## src/rtl/fb_arb_pkg.sv

```systemverilog
// rtl/fb_arb_pkg.sv - shared constants, pipeline tag type and bank-field helper for the BRAM arbiter
package fb_arb_pkg;

   localparam int NBANK  = 8;
   localparam int BANK_W = $clog2(NBANK);
   localparam int WAW    = 8;
   localparam int DW     = 8;
   localparam int AW     = BANK_W + WAW;
   localparam int RD_LAT = 3;

   typedef enum logic [1:0] {
      SRC_NONE = 2'd0,
      SRC_VID  = 2'd1,
      SRC_HOST = 2'd2
   } src_t;

   // Bank index lives in the top bits of the logical address.
   function automatic logic [BANK_W-1:0] bank_of(input logic [AW-1:0] addr);
      return addr[AW-1 -: BANK_W];
   endfunction

endpackage

```

## src/rtl/fb_rr_arb2.sv

```systemverilog
// rtl/fb_rr_arb2.sv - two-requester round-robin arbiter with one-bit last-grant memory
module fb_rr_arb2 (
   input  logic       clk,
   input  logic       reset,
   input  logic [1:0] req_i,
   output logic [1:0] gnt_o
);

   // last_q = 1 means requester 1 won the most recent contested grant.
   logic last_q;
   logic last_d;

   // Lone requester always wins; on contention the side not granted last wins.
   always_comb begin
      gnt_o  = req_i;
      last_d = last_q;
      if (req_i == 2'b11) begin
         gnt_o  = last_q ? 2'b01 : 2'b10;
         last_d = ~last_q;
      end
   end

   // Reset value makes requester 0 (loader) win the first contest.
   always_ff @(posedge clk) begin
      if (reset) last_q <= 1'b1;
      else       last_q <= last_d;
   end

endmodule

```

## src/rtl/fb_bram_arbiter.sv

```systemverilog
// rtl/fb_bram_arbiter.sv - video/host read and loader/host write arbiter for the 8-bank BRAM framebuffer (option: FB_ARB_STARVE_EN)
module fb_bram_arbiter
   import fb_arb_pkg::*;
   #(parameter int STARVE_LIMIT = 64)
(
   input  logic                  clk,
   input  logic                  reset,
   input  logic                  vid_en,
   input  logic [AW-1:0]         vid_addr,
   output logic                  vid_valid,
   output logic [DW-1:0]         vid_data,
   input  logic                  ld_req,
   input  logic [AW-1:0]         ld_addr,
   input  logic [DW-1:0]         ld_wdata,
   output logic                  ld_ack,
   input  logic                  host_req,
   input  logic                  host_we,
   input  logic [AW-1:0]         host_addr,
   input  logic [DW-1:0]         host_wdata,
   output logic                  host_gnt,
   output logic                  host_rvalid,
   output logic [DW-1:0]         host_rdata,
   output logic [WAW-1:0]        bram_rd_addr,
   input  logic [NBANK*DW-1:0]   bram_rd_data,
   output logic [WAW-1:0]        bram_wr_addr,
   output logic [DW-1:0]         bram_wr_data,
   output logic [NBANK-1:0]      bram_wr_strobe,
   output logic [15:0]           vid_steal_cnt
);

   logic             host_rd_req;
   logic             host_rd_gnt;
   logic             vid_issue;
   logic             steal;
   logic [1:0]       wr_req;
   logic [1:0]       wr_gnt;

   logic [WAW-1:0]   rd_addr_q, rd_addr_d;
   logic [WAW-1:0]   wr_addr_q, wr_addr_d;
   logic [DW-1:0]    wr_data_q, wr_data_d;
   logic [NBANK-1:0] wr_strobe_q, wr_strobe_d;

   src_t              src_d;
   logic [BANK_W-1:0] bank_d;
   src_t              src_q  [RD_LAT-1];
   logic [BANK_W-1:0] bank_q [RD_LAT-1];
   logic [DW-1:0]     rd_slice;

   logic              vid_valid_q, host_rvalid_q;
   logic [DW-1:0]     vid_data_q, host_rdata_q;

   // Video owns the read port unless a starved host read steals the slot.
   assign host_rd_req = ~reset & host_req & ~host_we;
   assign host_rd_gnt = host_rd_req & (~vid_en | steal);
   assign vid_issue   = ~reset & vid_en & ~steal;

   assign wr_req = {~reset & host_req & host_we, ~reset & ld_req};

   fb_rr_arb2 u_wr_rr (
      .clk   (clk),
      .reset (reset),
      .req_i (wr_req),
      .gnt_o (wr_gnt)
   );

   assign ld_ack   = wr_gnt[0];
   assign host_gnt = host_we ? wr_gnt[1] : host_rd_gnt;

`ifdef FB_ARB_STARVE_EN
   localparam logic [15:0] LIMIT = 16'(STARVE_LIMIT);
   logic [15:0] wait_q, wait_d;
   logic [15:0] steal_q, steal_d;

   assign steal = host_rd_req & vid_en & (wait_q >= LIMIT);

   // Count stalled host-read cycles; count stolen video slots, saturating.
   always_comb begin
      wait_d  = wait_q;
      steal_d = steal_q;
      if (host_gnt)
         wait_d = '0;
      else if (host_rd_req && wait_q < LIMIT)
         wait_d = wait_q + 16'd1;
      if (steal && steal_q != 16'hFFFF)
         steal_d = steal_q + 16'd1;
   end

   // Starvation counters.
   always_ff @(posedge clk) begin
      if (reset) begin
         wait_q  <= '0;
         steal_q <= '0;
      end else begin
         wait_q  <= wait_d;
         steal_q <= steal_d;
      end
   end

   assign vid_steal_cnt = steal_q;
`else
   assign steal         = 1'b0;
   assign vid_steal_cnt = '0;
`endif

   // Select the read issued this cycle and its return tag.
   always_comb begin
      rd_addr_d = rd_addr_q;
      src_d     = SRC_NONE;
      bank_d    = '0;
      if (vid_issue) begin
         rd_addr_d = vid_addr[WAW-1:0];
         src_d     = SRC_VID;
         bank_d    = bank_of(vid_addr);
      end else if (host_rd_gnt) begin
         rd_addr_d = host_addr[WAW-1:0];
         src_d     = SRC_HOST;
         bank_d    = bank_of(host_addr);
      end
   end

   // Select the granted write; strobe is a one-cycle pulse, addr/data hold.
   always_comb begin
      wr_addr_d   = wr_addr_q;
      wr_data_d   = wr_data_q;
      wr_strobe_d = '0;
      if (wr_gnt[0]) begin
         wr_addr_d   = ld_addr[WAW-1:0];
         wr_data_d   = ld_wdata;
         wr_strobe_d = NBANK'(1) << bank_of(ld_addr);
      end else if (wr_gnt[1]) begin
         wr_addr_d   = host_addr[WAW-1:0];
         wr_data_d   = host_wdata;
         wr_strobe_d = NBANK'(1) << bank_of(host_addr);
      end
   end

   // BRAM-side registers and the tag/bank shift pipeline.
   always_ff @(posedge clk) begin
      if (reset) begin
         rd_addr_q   <= '0;
         wr_addr_q   <= '0;
         wr_data_q   <= '0;
         wr_strobe_q <= '0;
         for (int i = 0; i < RD_LAT-1; i++) begin
            src_q[i]  <= SRC_NONE;
            bank_q[i] <= '0;
         end
      end else begin
         rd_addr_q   <= rd_addr_d;
         wr_addr_q   <= wr_addr_d;
         wr_data_q   <= wr_data_d;
         wr_strobe_q <= wr_strobe_d;
         src_q[0]    <= src_d;
         bank_q[0]   <= bank_d;
         for (int i = 1; i < RD_LAT-1; i++) begin
            src_q[i]  <= src_q[i-1];
            bank_q[i] <= bank_q[i-1];
         end
      end
   end

   assign rd_slice = bram_rd_data[bank_q[RD_LAT-2]*DW +: DW];

   // Capture returned bank data and route it to the tagged requester.
   always_ff @(posedge clk) begin
      if (reset) begin
         vid_valid_q   <= 1'b0;
         host_rvalid_q <= 1'b0;
         vid_data_q    <= '0;
         host_rdata_q  <= '0;
      end else begin
         vid_valid_q   <= (src_q[RD_LAT-2] == SRC_VID);
         host_rvalid_q <= (src_q[RD_LAT-2] == SRC_HOST);
         if (src_q[RD_LAT-2] == SRC_VID)  vid_data_q   <= rd_slice;
         if (src_q[RD_LAT-2] == SRC_HOST) host_rdata_q <= rd_slice;
      end
   end

   assign bram_rd_addr   = rd_addr_q;
   assign bram_wr_addr   = wr_addr_q;
   assign bram_wr_data   = wr_data_q;
   assign bram_wr_strobe = wr_strobe_q;
   assign vid_valid      = vid_valid_q;
   assign vid_data       = vid_data_q;
   assign host_rvalid    = host_rvalid_q;
   assign host_rdata     = host_rdata_q;

endmodule
```

## config.mk

```make
export PLATFORM = sky130hd
export DESIGN_NAME = fb_bram_arbiter
export DESIGN_NICKNAME = d
export VERILOG_FILES = /design/src/rtl/fb_arb_pkg.sv /design/src/rtl/fb_rr_arb2.sv /design/src/rtl/fb_bram_arbiter.sv
export SDC_FILE = /design/constraint.sdc
export NUM_CORES = 1
export LEC_CHECK = 0
export CAP_MARGIN = 10
export CORE_UTILIZATION = 33
export CTS_CLUSTER_SIZE = 25
export DETAILED_ROUTE_END_ITERATION = 10
export PLACE_DENSITY = 0.76
export SLEW_MARGIN = 20
export SYNTH_ARGS = -nofsm -noshare
export SYNTH_HDL_FRONTEND = slang
export SYNTH_SLANG_ARGS = --single-unit
```

## constraint.sdc

```tcl
create_clock -name clk -period 1.4 [get_ports clk]
set_input_delay 0.35 -clock clk [delete_from_list [all_inputs] [get_ports clk]]
set_output_delay 0.35 -clock clk [all_outputs]
set_load 0.01 [all_outputs]
```

After elaboration in Yosys (flattened, before gate mapping):

Memory sizes are Yosys's and may differ from the RTL's.
Cells that the tools add are included.

* eq/ne operators: 3
* shift operators: 3
* multiplexer cells: 22
* bitwise operators: 14
* reductions and logical operators: 2

Operators with widths (count)
* $mux 8: 8
* $shiftx 64x7->8: 1
* $shl 1x3->8 const A: 2
* $mux 2: 6
* $mux 3: 4
* $and 1x1->1: 6
* $eq 2x2->1 const B: 2
* $mux 1: 4
* $not 1->1: 4
* $or 1x1->1: 4
* $reduce_bool 2->1: 2
* $eq 2x1->1 const B: 1

* flip-flop bits (word level): 51
* RAM bits: 10
* bits of input ports: 119
* output and inout bits: 68
* logic and storage cells: 55
* memories kept: 2

Memories
* bank_q: depth 2, width 3, read ports 2, clocked after Yosys merged registers in 0, write ports 2, RTL line fb_bram_arbiter.sv:46 `logic [BANK_W-1:0] bank_q [RD_LAT-1];`
* src_q: depth 2, width 2, read ports 2, clocked after Yosys merged registers in 0, write ports 2, RTL line fb_bram_arbiter.sv:45 `src_t src_q [RD_LAT-1];`

Longest topological paths before layout:

* depth after elaboration: 7
* gate-level depth with buffers: 7
* depth with buffers taken out: 5

Modules after synthesis:

From an unflattened synthesis, not the netlist that was laid out.

* cells, all modules: 329
* area, all modules: 3049.2 um^2

By module, submodules not included
* fb_bram_arbiter: instances 1, cells each 322, area each 2987.9 um^2
* fb_rr_arb2: instances 1, cells each 7, area each 61.3 um^2

Worst setup path before layout:

Ideal clock, no wire load.

* kind: register to register
* start: mem bank_q[0][3] (netlist bit)
* end: reg vid_data_q[3] (netlist: vid_data[3])
* setup time: 0.133 ns
* data arrival time: 1.260 ns
* required time: 1.267 ns
* setup slack: 0.007 ns
* cell stages (with the launch flop): 7
* buffers on the path: 3
* clock period less this slack: 1.393 ns
* path through: dfxtp_1 > buf_6 > buf_12 > buf_12 > mux2_2 > o211ai_1 > a21oi_1

RTL lines
* from (decl): RTL line fb_bram_arbiter.sv:46
* to (signal assigned): RTL line fb_bram_arbiter.sv:174 `if (src_q[RD_LAT-2] == SRC_VID) vid_data_q <= rd_slice;`
* to (decl): RTL line fb_bram_arbiter.sv:50 `logic [DW-1:0] vid_data_q, host_rdata_q;`

==> impl_metrics.csv <==
group,metric,value,unit
route,finalWirelength,9.64,mm
cts,cts.sinks,61,
timing,period_share,98.7,%
cts,clockBufferDepth,2,
power_and_ir_drop,p_int,0.00344,W
global_routing,antenna_found_initial,0,
logic_synthesis,ys.warnings.count,0,
setup_path,crit_path_start,"bank_q[0][3]$_SDFF_PP0_",
floorplan,initial_core_util,34.1,%
power_and_ir_drop,p_leak,2.21,nW
floorplan,core,0.00876,mm2
route,drtIter0Drc,70,
global_routing,overflow,0,
setup_path,cp.arrival,1.65,ns
cts,cts_buffers,9,
cts,root_buffer,"clkbuf_8",
outcome,status,"finished clean",
power_and_ir_drop,finalPower,0.00464,W
hold_path,min_from,"bank_q[0][0]$_SDFF_PP0_",
layout,insertedDiodeCount,0,
setup_path,required,1.66,ns
power_and_ir_drop,peakVddDrop,0.000568,V
timing,final_max_slew_viol_count,0,
power_and_ir_drop,power.share.clock,37.3,%
placed_design,dp_hpwl,7.36,mm
setup_path,cp-end-kind,"flip-flop",
route,firstDrtPassIters,5,
floorplan,die_y,97.2,um
logic_synthesis,ys.flop_type,"dfxtp_1",
timing,period_minus_slack,1.38,ns
setup_path,r2r-start,"bank_q[0][3]$_SDFF_PP0_",
layout,fill_cells,791,
power_and_ir_drop,power_density,893,mW/mm2
route,wl_per_cell,15.2,um
cts,holdBufCountCts,0,
power_and_ir_drop,seqPwrFrac,40.3,%
power_and_ir_drop,p_sw,0.00120,W
global_routing,grt_max_degree,33,
layout,synthToLayoutAreaGrowth,73.7,%
logic_synthesis,syn_area,0.00299,mm2
floorplan,ios,187,
route,vias,3141,
cts,path_clk_slew,0.07,ns
placed_design,place_ws,-0.711,ns
setup_path,path_class,"flip-flop to flip-flop",
placed_design,place_congestion,0.834,
layout,drive_gt1_share,17.7,%
placed_design,dp.cells,614,
timing,final-hold-violation-count,0,
timing,max_clock_freq,724,MHz
logic_synthesis,synth-seq-area-share,40.8,%
timing,setup_viol,0,
timing,layout_setup_ws,0.0180,ns
run,maxCapViolations,0,
layout,fin_area,0.00519,mm2
route,antenna_left,0,
floorplan,rows,34,
global_routing,grt_pass1_vias,3082,
global_routing,grt_pass1_wl,14.8,mm
layout,final_cells,633,
setup_path,start_kind,"flip-flop",
logic_synthesis,synth_edf_count,0,
cts,clock_latency,0.34,ns
logic_synthesis,ys_types,42,
cts,cts_tree,"built",
floorplan,die_w,97.2,um
cts,cts_max_level,3,
global_routing,track_usage,19.5,%
placed_design,post_dp_cell_area,0.00491,mm2
setup_path,crit_fanout,7,
timing,finalClockSkew,0.0116,ns
logic_synthesis,synth_seq_cells,61,
power_and_ir_drop,combinationalPowerShare,22.4,%
logic_synthesis,async_flop_share,0,%
logic_synthesis,syn_inst,325,
power_and_ir_drop,swShare,25.9,%
placed_design,io_buffers,170,
route,avgViaCountPerCell,4.96,
route,drc,0,
logic_synthesis,avgSynthCellArea,9.20,um2
floorplan,dieArea,0.00945,mm2
layout,nets,639,
hold_path,min_path_type,"flip-flop to flip-flop",
timing,rsz0062_at_grt,"yes",
[repair_timing]
action	in CTS	in global routing
gates resized for setup	84	28
pin swaps	9	15
setup buffers	2	3
gates cloned	0	0
endpoints found under the setup margin	97	15
[Yosys cell counts, drive strengths merged (2+ instances only)]
| cell | number | area [um2] |
|---|---|---|
| a211oi | 8 | 60.1 |
| a21oi | 18 | 97.6 |
| a221o | 3 | 30.0 |
| a22o | 3 | 26.3 |
| a22oi | 5 | 42.5 |
| a311oi | 17 | 149 |
| and2 | 2 | 12.5 |
| buf | 28 | 241 |
| clkbuf | 9 | 33.8 |
| dfxtp | 61 | 1220 |
| inv | 2 | 7.50 |
| mux2 | 12 | 143 |
| mux2i | 28 | 280 |
| nand2 | 43 | 161 |
| nand2b | 5 | 31.3 |
| nor2 | 26 | 100 |
| nor2b | 13 | 81.3 |
| o211ai | 4 | 30.0 |
| o21ai | 17 | 88.8 |
| o22ai | 6 | 37.5 |
| o31ai | 2 | 15.0 |
| o32ai | 3 | 26.3 |
[power groups by stage]
stage                     registers [W]  logic, W  clock network, W
after floorplan                 0.00194  0.000405                 0
after global placement          0.00191   0.00103                 0
after detailed placement        0.00191   0.00105                 0
after CTS                       0.00187   0.00102           0.00179
after global routing            0.00188   0.00111           0.00187
final                           0.00187   0.00104           0.00173
[worst paths after layout]
path / to / slack [ns] / depth (start not counted)
min: bank_q[0][3]$_SDFF_PP0_ / 0.44 / 1
max: host_rdata[3]$_SDFFE_PP0P_ / 0.02 / 6
min reg2reg: bank_q[0][3]$_SDFF_PP0_ / 0.44 / 1
max reg2reg: host_rdata[3]$_SDFFE_PP0P_ / 0.02 / 6
[logic make-up after synthesis]
| family | Yosys count | share of synthesized area (%) |
|---|---|---|
| DFF | 61 | 40.8 |
| xor gates and xnor gates | 1 | 0.293 |
| and+or+nand+nor | 95 | 14.2 |
| other | 1 | 0.125 |
| muxes | 40 | 14.1 |
| buffers and inverters | 39 | 9.46 |
| AOI/OAI and AO/OA | 88 | 20.9 |
[layer usage]
metal  vias up  wire length (um)  GRT usage (%)
li1       1536                 -              -
met1      1455              3800           21.4
met2       140              4930           36.1
met3        10               822           6.69
met4         0                93           4.36
met5         -                 0              0
[layout make-up]
type | instances | area [um2] | area share [%]
tap | 108 | 135 | 2.60
multi-input combinational | 240 | 1650 | 31.8
timing repair buffer | 206 | 1950 | 37.5
clock buffer | 9 | 124 | 2.38
clock inverter | 7 | 100 | 1.93
inverter | 2 | 7.51 | 0.145
sequential | 61 | 1230 | 23.6
[registers in the layout (all words and copies together), names as in the netlist]
| register | count |
|---|---|
| host_rdata | 8 |
| bram_rd_addr | 8 |
| vid_valid | 1 |
| host_rvalid | 1 |
| vid_data | 8 |
| bank_q | 6 |
| bram_wr_strobe | 8 |
| u_wr_rr.last_q | 1 |
| bram_wr_data | 8 |
| bram_wr_addr | 8 |
| src_q | 4 |
[stage by stage]
step                hold WS (ns)  util [%]  TNS, ns
floorplan                  0.414         -        0
global placement           0.424      56.0   -19.35
detailed placement         0.425      56.0   -21.04
CTS                        0.439      58.6   -0.121
global route               0.460      59.3   -0.215
finish                     0.437      59.3        0
[placed cells by master, fill, tap and decap left out, types with 3 or more instances in the layout]
| master | instances |
|---|---|
| a221o_1 | 3 |
| a21oi_2 | 5 |
| mux2_4 | 7 |
| buf_6 | 8 |
| o211ai_1 | 4 |
| a22oi_1 | 3 |
| dfxtp_1 | 59 |
| nand2_2 | 3 |
| clkdlybuf4s50_1 | 113 |
| o32ai_1 | 3 |
| buf_4 | 26 |
| dlygate4sd2_1 | 51 |
| nand2b_1 | 4 |
| o21ai_0 | 16 |
| mux2i_1 | 27 |
| a211oi_1 | 8 |
| mux2_2 | 4 |
| conb_1 | 16 |
| a22o_1 | 3 |
| o22ai_1 | 3 |
| a311oi_1 | 16 |
| clkinvlp_4 | 3 |
| nor2b_1 | 12 |
| nor2_1 | 25 |
| a21oi_1 | 13 |
| nand2_1 | 40 |
| clkbuf_8 | 9 |
[critical path, cell delays in order, from the launching register on]
cell and delay, ns:
dfxtp_4 0.36, buf_6 0.13, buf_8 0.14, mux2i_1 0.12
a22oi_1 0.23, o211ai_1 0.17, a21oi_1 0.17
Power figures use the tool's default switching activity.
